<file path="src/rtl/seq_magnitude_compare_pkg.sv">
// Shared types and helpers for the GCD datapath comparator.
// Holds the controller state type, the one-hot compare result and chunk-count helper.
package gcd_pkg;

  typedef enum logic [1:0] {
    IDLE = 2'd0,
    SCAN = 2'd1,
    HOLD = 2'd2
  } cmp_state_t;

  typedef struct packed {
    logic gt;
    logic eq;
    logic lt;
  } cmp_result_t;

  function automatic int nchunk(input int width, input int chunk);
    return width / chunk;
  endfunction

endpackage

</file>
<file path="src/rtl/seq_magnitude_compare_chunk_compare.sv">
// Combinational unsigned magnitude compare of one CHUNK-bit slice.
// Exactly one of gt/eq/lt is high for any input pair.
module chunk_compare #(
  parameter int CHUNK = 4
) (
  input  logic [CHUNK-1:0] a,
  input  logic [CHUNK-1:0] b,
  output logic             gt,
  output logic             eq,
  output logic             lt
);

  assign gt = (a > b);
  assign eq = (a == b);
  assign lt = (a < b);

endmodule

</file>
<file path="src/rtl/seq_magnitude_compare.sv">
// Multi-cycle magnitude comparator: scans operands CHUNK bits per cycle, MSB first,
// stopping on the first differing chunk; result held under a valid/ready handshake.
module seq_magnitude_compare
  import gcd_pkg::*;
#(
  parameter  int WIDTH  = 16,
  parameter  int CHUNK  = 4,
  localparam int NCHUNK = nchunk(WIDTH, CHUNK),
  localparam int CW     = $clog2(NCHUNK + 1)
) (
  input  logic             clk,
  input  logic             rst,
  input  logic             start_valid,
  output logic             start_ready,
  input  logic [WIDTH-1:0] data1,
  input  logic [WIDTH-1:0] data2,
  input  logic             signed_mode,
  output logic             done_valid,
  input  logic             done_ready,
  output logic             gt,
  output logic             eq,
  output logic             lt,
  output logic [CW-1:0]    cycles
);

  localparam int IW = (NCHUNK > 1) ? $clog2(NCHUNK) : 1;

  localparam logic [1:0] ST_IDLE = IDLE;
  localparam logic [1:0] ST_SCAN = SCAN;
  localparam logic [1:0] ST_HOLD = HOLD;

  logic [1:0]       state_reg, state_next;
  logic [WIDTH-1:0] a_reg, a_next;
  logic [WIDTH-1:0] b_reg, b_next;
  logic [IW-1:0]    idx_reg, idx_next;
  logic [CW-1:0]    cycles_reg, cycles_next;
  cmp_result_t      res_reg, res_next;

  logic [CHUNK-1:0] a_chunk [NCHUNK];
  logic [CHUNK-1:0] b_chunk [NCHUNK];
  logic             c_gt, c_eq, c_lt;

  genvar gi;
  generate
    for (gi = 0; gi < NCHUNK; gi++) begin : g_slice
      assign a_chunk[gi] = a_reg[gi*CHUNK +: CHUNK];
      assign b_chunk[gi] = b_reg[gi*CHUNK +: CHUNK];
    end
  endgenerate

  // A single slice comparator is time-shared across chunks via idx.
  chunk_compare #(.CHUNK(CHUNK)) u_chunk_compare (
    .a  (a_chunk[idx_reg]),
    .b  (b_chunk[idx_reg]),
    .gt (c_gt),
    .eq (c_eq),
    .lt (c_lt)
  );

  always_comb begin
    state_next  = state_reg;
    a_next      = a_reg;
    b_next      = b_reg;
    idx_next    = idx_reg;
    cycles_next = cycles_reg;
    res_next    = res_reg;
    case (state_reg)
      ST_IDLE: begin
        if (start_valid) begin
          a_next = data1;
          b_next = data2;
          // Flipping both sign bits maps two's-complement order onto unsigned order.
          if (signed_mode) begin
            a_next[WIDTH-1] = ~data1[WIDTH-1];
            b_next[WIDTH-1] = ~data2[WIDTH-1];
          end
          idx_next    = IW'(NCHUNK - 1);
          cycles_next = '0;
          res_next    = '0;
          state_next  = ST_SCAN;
        end
      end
      ST_SCAN: begin
        cycles_next = cycles_reg + CW'(1);
        if (!c_eq) begin
          res_next.gt = c_gt;
          res_next.lt = c_lt;
          state_next  = ST_HOLD;
        end else if (idx_reg == '0) begin
          res_next.eq = 1'b1;
          state_next  = ST_HOLD;
        end else begin
          idx_next = idx_reg - IW'(1);
        end
      end
      ST_HOLD: begin
        if (done_ready) begin
          res_next    = '0;
          cycles_next = '0;
          idx_next    = '0;
          state_next  = ST_IDLE;
        end
      end
      default: begin
        state_next = ST_IDLE;
      end
    endcase
  end

  always_ff @(posedge clk) begin
    if (rst) begin
      state_reg  <= ST_IDLE;
      a_reg      <= '0;
      b_reg      <= '0;
      idx_reg    <= '0;
      cycles_reg <= '0;
      res_reg    <= '0;
    end else begin
      state_reg  <= state_next;
      a_reg      <= a_next;
      b_reg      <= b_next;
      idx_reg    <= idx_next;
      cycles_reg <= cycles_next;
      res_reg    <= res_next;
    end
  end

  assign start_ready = (state_reg == ST_IDLE);
  assign done_valid  = (state_reg == ST_HOLD);
  assign gt          = res_reg.gt;
  assign eq          = res_reg.eq;
  assign lt          = res_reg.lt;
  assign cycles      = cycles_reg;

endmodule
</file>
<file path="config.mk">
export PLATFORM = sky130hd
export DESIGN_NAME = seq_magnitude_compare
export DESIGN_NICKNAME = d
export VERILOG_FILES = /design/src/rtl/seq_magnitude_compare_pkg.sv /design/src/rtl/seq_magnitude_compare_chunk_compare.sv /design/src/rtl/seq_magnitude_compare.sv
export SDC_FILE = /design/constraint.sdc
export NUM_CORES = 1
export LEC_CHECK = 0
export ABC_CLOCK_PERIOD_IN_PS = 3440
export CORE_MARGIN = 2
export CORE_UTILIZATION = 50
export CTS_CLUSTER_DIAMETER = 30
export DETAILED_ROUTE_END_ITERATION = 10
export PLACE_DENSITY = 0.77
export SKIP_CTS_REPAIR_TIMING = 1
export SYNTH_ARGS = -nofsm -noshare
export SYNTH_HDL_FRONTEND = slang
export SYNTH_SLANG_ARGS = --single-unit
</file>
<file path="constraint.sdc">
create_clock -name clk -period 3.44 [get_ports clk]
set_input_delay 0.344 -clock clk [delete_from_list [all_inputs] [get_ports clk]]
set_output_delay 0.344 -clock clk [all_outputs]
set_load 0.05 [all_outputs]
</file>
==> summary.txt, run 1 <==
Timing
  – Post-route clock period utilization: 0.706
  – Maximum clock rate: 412 MHz
  – Hold Fails Final Rpt: 0
  – Max-slew violations: 0
  – # setup viols final: 0
  – Max-slew headroom: 0.385
  – RSZ-0062 raised after global routing: false
  – Setup TNS: 0 ns
  – Worst clock skew: 0.00374 ns
  – Period minus WS final: ~2.4 ns
  – Tightest Pin Transition: between 0.9 and 1 ns
  – Setup WS post-layout: approximately 1.0 ns

Synth
  – Mapped Cells: 221
  – Synthesized cell area: between 0.0015 and 0.002 mm2
  – Number of synthesis warnings: 0
  – Syn Area/Cell: a little under 9 um2
  – Syn Nets: 264
  – Yosys reg bits: between 40 and 50
  – Synth cell types: 32
  – Seq/Total Area, Yosys: 0.437

Critical path
  – Worst setup SP type: flop
  – Termination of the worst setup path: idx_reg[0]
  – CP Class: flop to flop
  – CP required: 3.65 ns
  – FF-to-FF End: idx_reg[0]
  – Critical path origin: idx_reg[0]
  – Worst EP arrival: roughly 2.6 ns
  – Reg2reg start: idx_reg[0]
  – Reg2Reg Setup Slack: around 1.0 ns
  – CP endpoint kind: flop
  – Max Fanout on Critical Path: 13
  – R2r worst-path depth: 6

Power and ir drop
  – Pleak: 0.929 nW
  – Pwr Density: between 400 and 500 mW/mm2
  – Peak supply drop: between 300 and 400 uV

Finish
  – Fillers: 336
  – Final Cell Area: 0.00244 mm2
  – Fin cells: around 300
  – Share of cells above drive strength 1: 0.0577
  – Ant diodes: 0
  – Area Growth Syn to Fin: 26.8%
  – Fin nets: between 300 and 400

Clock network
  – Clock Tree Root: clkbuf_8
  – Longest Clk Path Bufs: 2
  – H-tree levels: 2
  – Worst skew pair latency: 0.29 ns
  – Clock sinks: 42
  – Clk pin slew, worst setup/hold paths: roughly 0.070 ns
  – CTS tree: built
  – CTS Buf Count: 5

Run status
  – Outcome: finished clean

Hold path
  – Worst hold path class: flop to flop

Die
  – Die H: 66.0 um
  – Row cnt: 22
  – DIE WIDTH: around 66 um
  – Die area: ~0.0044 mm2
  – CORE AREA: between 0.003 and 0.004 mm2
  – IO Count: 45
  – Initial Util: 0.521

Global route
  – Gr ovfl total: 0
  – First-pass GRT wire length: between 6 and 7 mm
  – Pin count of the biggest net entering global routing: 31
  – Initial antenna violation count: 0
  – All-Layer GR Usage: 0.197
  – Number of global-route vias before repair: roughly 1,500

Detailed routing
  – ANT nets after route: 0
  – Drt drc: 0
  – Final wirelength: approximately 3.8 mm
  – DR pass1 iterations: 4
  – Routed len/inst: roughly 12 um
  – Vias/cell: approximately 5.2
  – 1st-iter DRT viols: 82
  – Vias: about 1,600

Place
  – Setup WS pre-CTS: between 1 and 1.5 ns
  – Number of port buffers: 44
  – Area after DPL: 0.00236 mm2
  – Gpl congestion: just under 0.8
  – Placed wire-length estimate: 2.85 mm
  – Placed Instances: around 300

Run
  – Max-Cap Viols: 0
[Yosys cell counts]
| cell | instances | area, um2 |
|---|---|---|
| buf_6 | 1 | 11.3 |
| nor2_1 | 10 | 37.5 |
| nor2_2 | 1 | 6.26 |
| nand2b_1 | 3 | 18.8 |
| mux2i_1 | 3 | 30.0 |
| a211o_1 | 2 | 17.5 |
| o21a_1 | 3 | 22.5 |
| ha_1 | 6 | 75.1 |
| clkbuf_1 | 4 | 15.0 |
| o21ai_0 | 3 | 15.0 |
| and2_1 | 1 | 6.26 |
| a21boi_1 | 1 | 7.51 |
| a32o_1 | 2 | 20.0 |
| nor2b_1 | 2 | 12.5 |
| nand4_1 | 1 | 6.26 |
| mux4_2 | 5 | 113 |
| a21o_1 | 1 | 7.51 |
| buf_4 | 3 | 22.5 |
| nor3b_1 | 1 | 7.51 |
| a211oi_2 | 2 | 25.0 |
| nand2_1 | 64 | 240 |
| a21oi_1 | 35 | 175 |
| a311oi_1 | 1 | 8.76 |
| nor3_1 | 2 | 10.0 |
| buf_1 | 2 | 7.51 |
| xnor2_1 | 2 | 17.5 |
| or3_1 | 1 | 6.26 |
| a22oi_1 | 1 | 7.51 |
| buf_2 | 4 | 20.0 |
| mux4_1 | 3 | 78.8 |
| dfxtp_1 | 42 | 841 |
| inv_1 | 9 | 33.8 |
[critical path: stages, from the launching register on]
cell and delay (ns):
dfxtp_1 0.71, mux4_2 0.59, ha_1 0.33, nand4_1 0.17, nor2_1 0.25, nor3b_1 0.08
a311oi_1 0.21
[area by class of cell]
cell class                      instances  area (um2)  share of cell area
Inverter                                9        33.8              0.0139
Sequential cell                        42         841               0.345
Clock buffer                            7        76.3              0.0313
Tap cell                               48        60.1              0.0246
Timing Repair Buffer                   46         455               0.187
Multi-Input combinational cell        156         972               0.399
[through the flow]
step	hold slack, ns	util	power (mW)
after floorplan	0.432	-	0.836
after global placement	0.443	0.640	0.927
after detailed placement	0.448	0.640	0.938
after CTS	0.458	0.661	1.23
after global routing	0.475	0.661	1.29
final	0.457	0.661	1.22
[routing by layer]
| metal | share of wire | track usage | wire length, um |
|---|---|---|---|
| met5 | 0 | 0 | 0 |
| met4 | 0.014 | 0.0612 | 52 |
| met3 | 0.047 | 0.0511 | 179 |
| met2 | 0.48 | 0.345 | 1840 |
| met1 | 0.46 | 0.237 | 1740 |
[worst min-delay path by stage]
stage / start / endpoint / slack (ns) / cells past startpoint
after CTS: b_reg[4] / b_reg[4] / 0.46 / 2
after floorplan: a_reg[4] / a_reg[4] / 0.43 / 2
after global routing: b_reg[3] / b_reg[3] / 0.47 / 2
after global placement: b_reg[11] / b_reg[11] / 0.44 / 2
final: b_reg[4] / b_reg[4] / 0.46 / 2
after detailed placement: b_reg[4] / b_reg[4] / 0.45 / 2
[report_power, final]
part	internal [mW]	switching (mW)	total [mW]
Clock	0.140	0.153	0.293
Sequential	0.533	0.0469	0.580
Combinational	0.164	0.181	0.345
[cell usage in the layout (no fill, tap or decap), types with 2 or more instances in the layout]
master / instances
o21a_1: 3
a211oi_2: 2
nor2b_1: 2
nand2b_1: 3
inv_1: 9
nor3_1: 2
xnor2_1: 2
a21oi_1: 35
clkbuf_8: 5
o21ai_0: 3
buf_4: 2
a32o_1: 2
dfxtp_1: 42
clkdlybuf4s50_1: 44
ha_1: 6
mux2i_1: 3
nor2_1: 10
clkbuf_1: 2
mux4_1: 3
mux4_2: 5
a211o_1: 2
nand2_1: 64
[logic make-up (layout without fill, tap and decap cells)]
logic type      count (synthesis)  count (layout)  share of synthesized area
mux                            11              11                      0.115
xor+xnor                        2               2                    0.00911
compound gates                 51              51                      0.159
simple gates                   86              86                      0.183
flops                          42              42                      0.437
fa+ha+maj                       6               6                     0.0390
buf+inv                        23              62                     0.0573
(Power assumes the default switching activity.)
==> run 2, diff against run 1 <==
--- a/config.mk
+++ b/config.mk
@@ -5,12 +5,12 @@
 export SDC_FILE = /design/constraint.sdc
 export NUM_CORES = 1
 export LEC_CHECK = 0
-export ABC_CLOCK_PERIOD_IN_PS = 3440
+export ABC_CLOCK_PERIOD_IN_PS = 2200
 export CORE_MARGIN = 2
-export CORE_UTILIZATION = 50
+export CORE_UTILIZATION = 44
 export CTS_CLUSTER_DIAMETER = 30
 export DETAILED_ROUTE_END_ITERATION = 10
-export PLACE_DENSITY = 0.77
+export PLACE_DENSITY = 0.72
 export SKIP_CTS_REPAIR_TIMING = 1
 export SYNTH_ARGS = -nofsm -noshare
 export SYNTH_HDL_FRONTEND = slang
==> constraint.sdc (replaced) <==
create_clock -name clk -period 2.2 [get_ports clk]
set_input_delay 0.22 -clock clk [delete_from_list [all_inputs] [get_ports clk]]
set_output_delay 0.22 -clock clk [all_outputs]
set_load 0.05 [all_outputs]
==> run 2 against run 1 <==
  * Maximum frequency increased by 16%
  * Largest cell class unchanged
  * Cell count up 2.6%
  * Sequential share of layout area shrank 0.63 points
  * Combinational power rose by 71%
  * Count of clock-buffer cells in the layout unchanged
  * Global-route usage fell by 2.8 points
  * Total power is 58% higher
  * Hold slack got worse by 0.0046 ns
==> summary.txt, run 2 (same netlist as run 1, synthesis figures left out) <==
Timing
  – Max-slew headroom: 0.620 (+0.235)
  – Final hold slack: 0.452 ns (-0.00463 ns)
  – RSZ-0062 raised after global routing: false
  – # setup viols final: 0 (unchanged)
  – Max-slew violations: 0 (unchanged)
  – Maximum clock rate: 478 MHz (+16%)
  – Tightest Pin Transition: 0.569 ns (-0.351 ns)
  – Hold Fails Final Rpt: 0 (unchanged)
  – Setup TNS: 0 ns (unchanged)
  – Worst clock skew: 0.00437 ns (+0.000633 ns)
  – Period minus WS final: 2.09 ns (-0.335 ns)
  – Setup WS post-layout: 0.107 ns (-0.905 ns)
  – Post-route clock period utilization: 0.952 (+0.246)

Place
  – Area after DPL: 0.00241 mm2 (+2.0%)
  – Number of port buffers: 44 (unchanged)
  – Setup WS pre-CTS: 0.0292 ns (-0.985 ns)
  – Placed wire-length estimate: 2.85 mm (+0.18%)
  – Gpl congestion: 0.824 (+6.0%)

Critical path
  – CP Class: flop to flop
  – Slowest CP cell: mux4_1
  – Max Fanout on Critical Path: 11 (-2)
  – FF-to-FF End: lt
  – Reg2Reg Setup Slack: 0.11 ns (-0.91 ns)
  – CP endpoint kind: flop
  – Worst setup SP type: flop
  – R2r worst-path depth: 7 (+1)
  – Slowest stage delay, CP: 0.55 ns (-0.16 ns)
  – CP required: 2.38 ns (-1.27 ns)
  – CP bufs+invs: 2 (+2)
  – Critical path, cell by cell: buf_12 > mux4_1 > inv_1 > ha_1 > nand4_1 > nand2_1 > a32o_1
  – Reg2reg start: idx_reg[0]
  – Crit path max-delay family: multiplexers
  – Worst EP arrival: 2.27 ns (-0.36 ns)

Die
  – Row cnt: 24 (+9.1%)
  – CORE AREA: 0.00429 mm2 (+16%)
  – Die area: 0.00492 mm2 (+13%)
  – Initial Util: 0.448 (-0.0735)
  – Die H: 70.1 um (+6.2%)
  – DIE WIDTH: 70.1 um (+6.2%)
  – IO Count: 45 (unchanged)

Hold path
  – Worst hold path class: flop to flop
  – Hold path endpoint: b_reg[1]
  – Hold path depth: 2 (unchanged)
  – Worst Hold Launch: b_reg[1]

Detailed routing
  – Drt drc: 0 (unchanged)
  – 1st-iter DRT viols: 45 (-45%)
  – Vias/cell: 5.11 (-1.8%)
  – Vias: 1,616 (+0.75%)
  – ANT nets after route: 0 (unchanged)
  – Final wirelength: 3.76 mm (-1.2%)
  – DR pass1 iterations: 4 (unchanged)
  – Routed len/inst: 11.9 um (-3.7%)

Run
  – Max-Cap Viols: 0 (unchanged)

Power and ir drop
  – Internal: 1.33 mW (+59%)
  – Combinational fraction of design power: 0.306 (+0.023)
  – Final Power: 1.93 mW (+58%)
  – Pwr Density: 773 mW/mm2 (+55%)
  – Pleak: 0.970 nW (+4.4%)
  – Net Sw Power: 0.595 mW (+56%)
  – Clock share of power: 0.235 (-0.005)
  – Sequential share of power: 0.459 (-0.018)
  – Peak supply drop: 418 uV (+34%)
  – Sw Share: 0.309 (-0.00404)

Global route
  – Pin count of the biggest net entering global routing: 36 (+16%)
  – Initial antenna violation count: 0 (unchanged)
  – All-Layer GR Usage: 0.169 (-0.0281)
  – Gr ovfl total: 0 (unchanged)
  – First-pass GRT wire length: 6.58 mm (+0.32%)
  – Number of global-route vias before repair: 1,505 (+1.6%)

Finish
  – Commonest non-fill, non-tap cell in the layout: nand2_1
  – Share of cells above drive strength 1: 0.0795 (+0.0219)
  – Reg area: 845 um2 (+0.45%)
  – Fillers: 417 (+24%)
  – Area Growth Syn to Fin: 29.7%
  – Area occupied by multi-input gates: 975 um2 (+0.26%)
  – Final Cell Area: 0.00249 mm2 (+2.3%)
  – Commonest cells after routing, fill and taps aside: nand2_1, clkdlybuf4s50_1, dfxtp_1, a21oi_1
  – Fin nets: 307 (+1.3%)
  – Ant diodes: 0 (unchanged)

Clock network
  – CTS tree: built
  – Worst skew pair latency: 0.29 ns (about the same)
  – Clock sinks: 42 (unchanged)
  – Clk pin slew, worst setup/hold paths: 0.07 ns (about the same)
  – CTS Buf Count: 5 (unchanged)
  – Longest Clk Path Bufs: 2 (unchanged)
  – Clock Tree Root: clkbuf_8
  – H-tree levels: 2 (unchanged)

Run status
  – Outcome: finished clean
[run 2: cell types whose count changed in the layout (fill, tap and decap cells not counted)]
cell and change:
buf_12 +1, dfxtp_1 -1, nor2_2 +1, buf_4 +3
clkdlybuf4s50_1 -1, dfxtp_4 +1, dlymetal6s2s_1 +1, nor2_1 -1
[run 2: stage by stage]
step / instances / util
final: 316 / 0.581
after global routing: 316 / 0.581
after CTS: 316 / 0.579
after detailed placement: 309 / 0.561
after global placement: 309 / 0.561
after floorplan: 221 / -
[run 2: worst min-delay path: stages (launching register included)]
cell and delay, ns:
dfxtp_1 0.31, nand2_1 0.05, a21oi_1 0.05
[run 2: layer usage]
layer | track usage | part of all wire
met1 | 0.215 | 0.47
met2 | 0.276 | 0.47
met3 | 0.0418 | 0.036
met4 | 0.0705 | 0.021
met5 | 0 | 0
[run 2: cell type report]
class | count | share of cell area
tap | 52 | 0.0261
multi-input combinational | 156 | 0.391
timing repair buffer | 50 | 0.201
clock buffer | 7 | 0.0306
inverter | 9 | 0.0135
sequential | 42 | 0.339
[run 2: worst max path at each step]
| stage | to | slack, ns | cells after the start | from |
|---|---|---|---|---|
| floorplan | idx_reg[1] | 0.18 | 7 | idx_reg[0] |
| global placement | idx_reg[1] | 0.1 | 7 | idx_reg[0] |
| detailed placement | idx_reg[1] | 0.03 | 7 | idx_reg[0] |
| CTS | idx_reg[1] | 0.03 | 7 | idx_reg[0] |
| global route | idx_reg[0] | 0.002 | 7 | idx_reg[0] |
| finish | lt | 0.11 | 7 | idx_reg[0] |
[run 2: power by group through the flow]
stage | combinational, mW | sequential, mW | clock, mW
floorplan | 0.387 | 0.919 | 0
global placement | 0.580 | 0.900 | 0
detailed placement | 0.591 | 0.902 | 0
CTS | 0.593 | 0.885 | 0.463
global route | 0.656 | 0.895 | 0.486
finish | 0.589 | 0.885 | 0.453
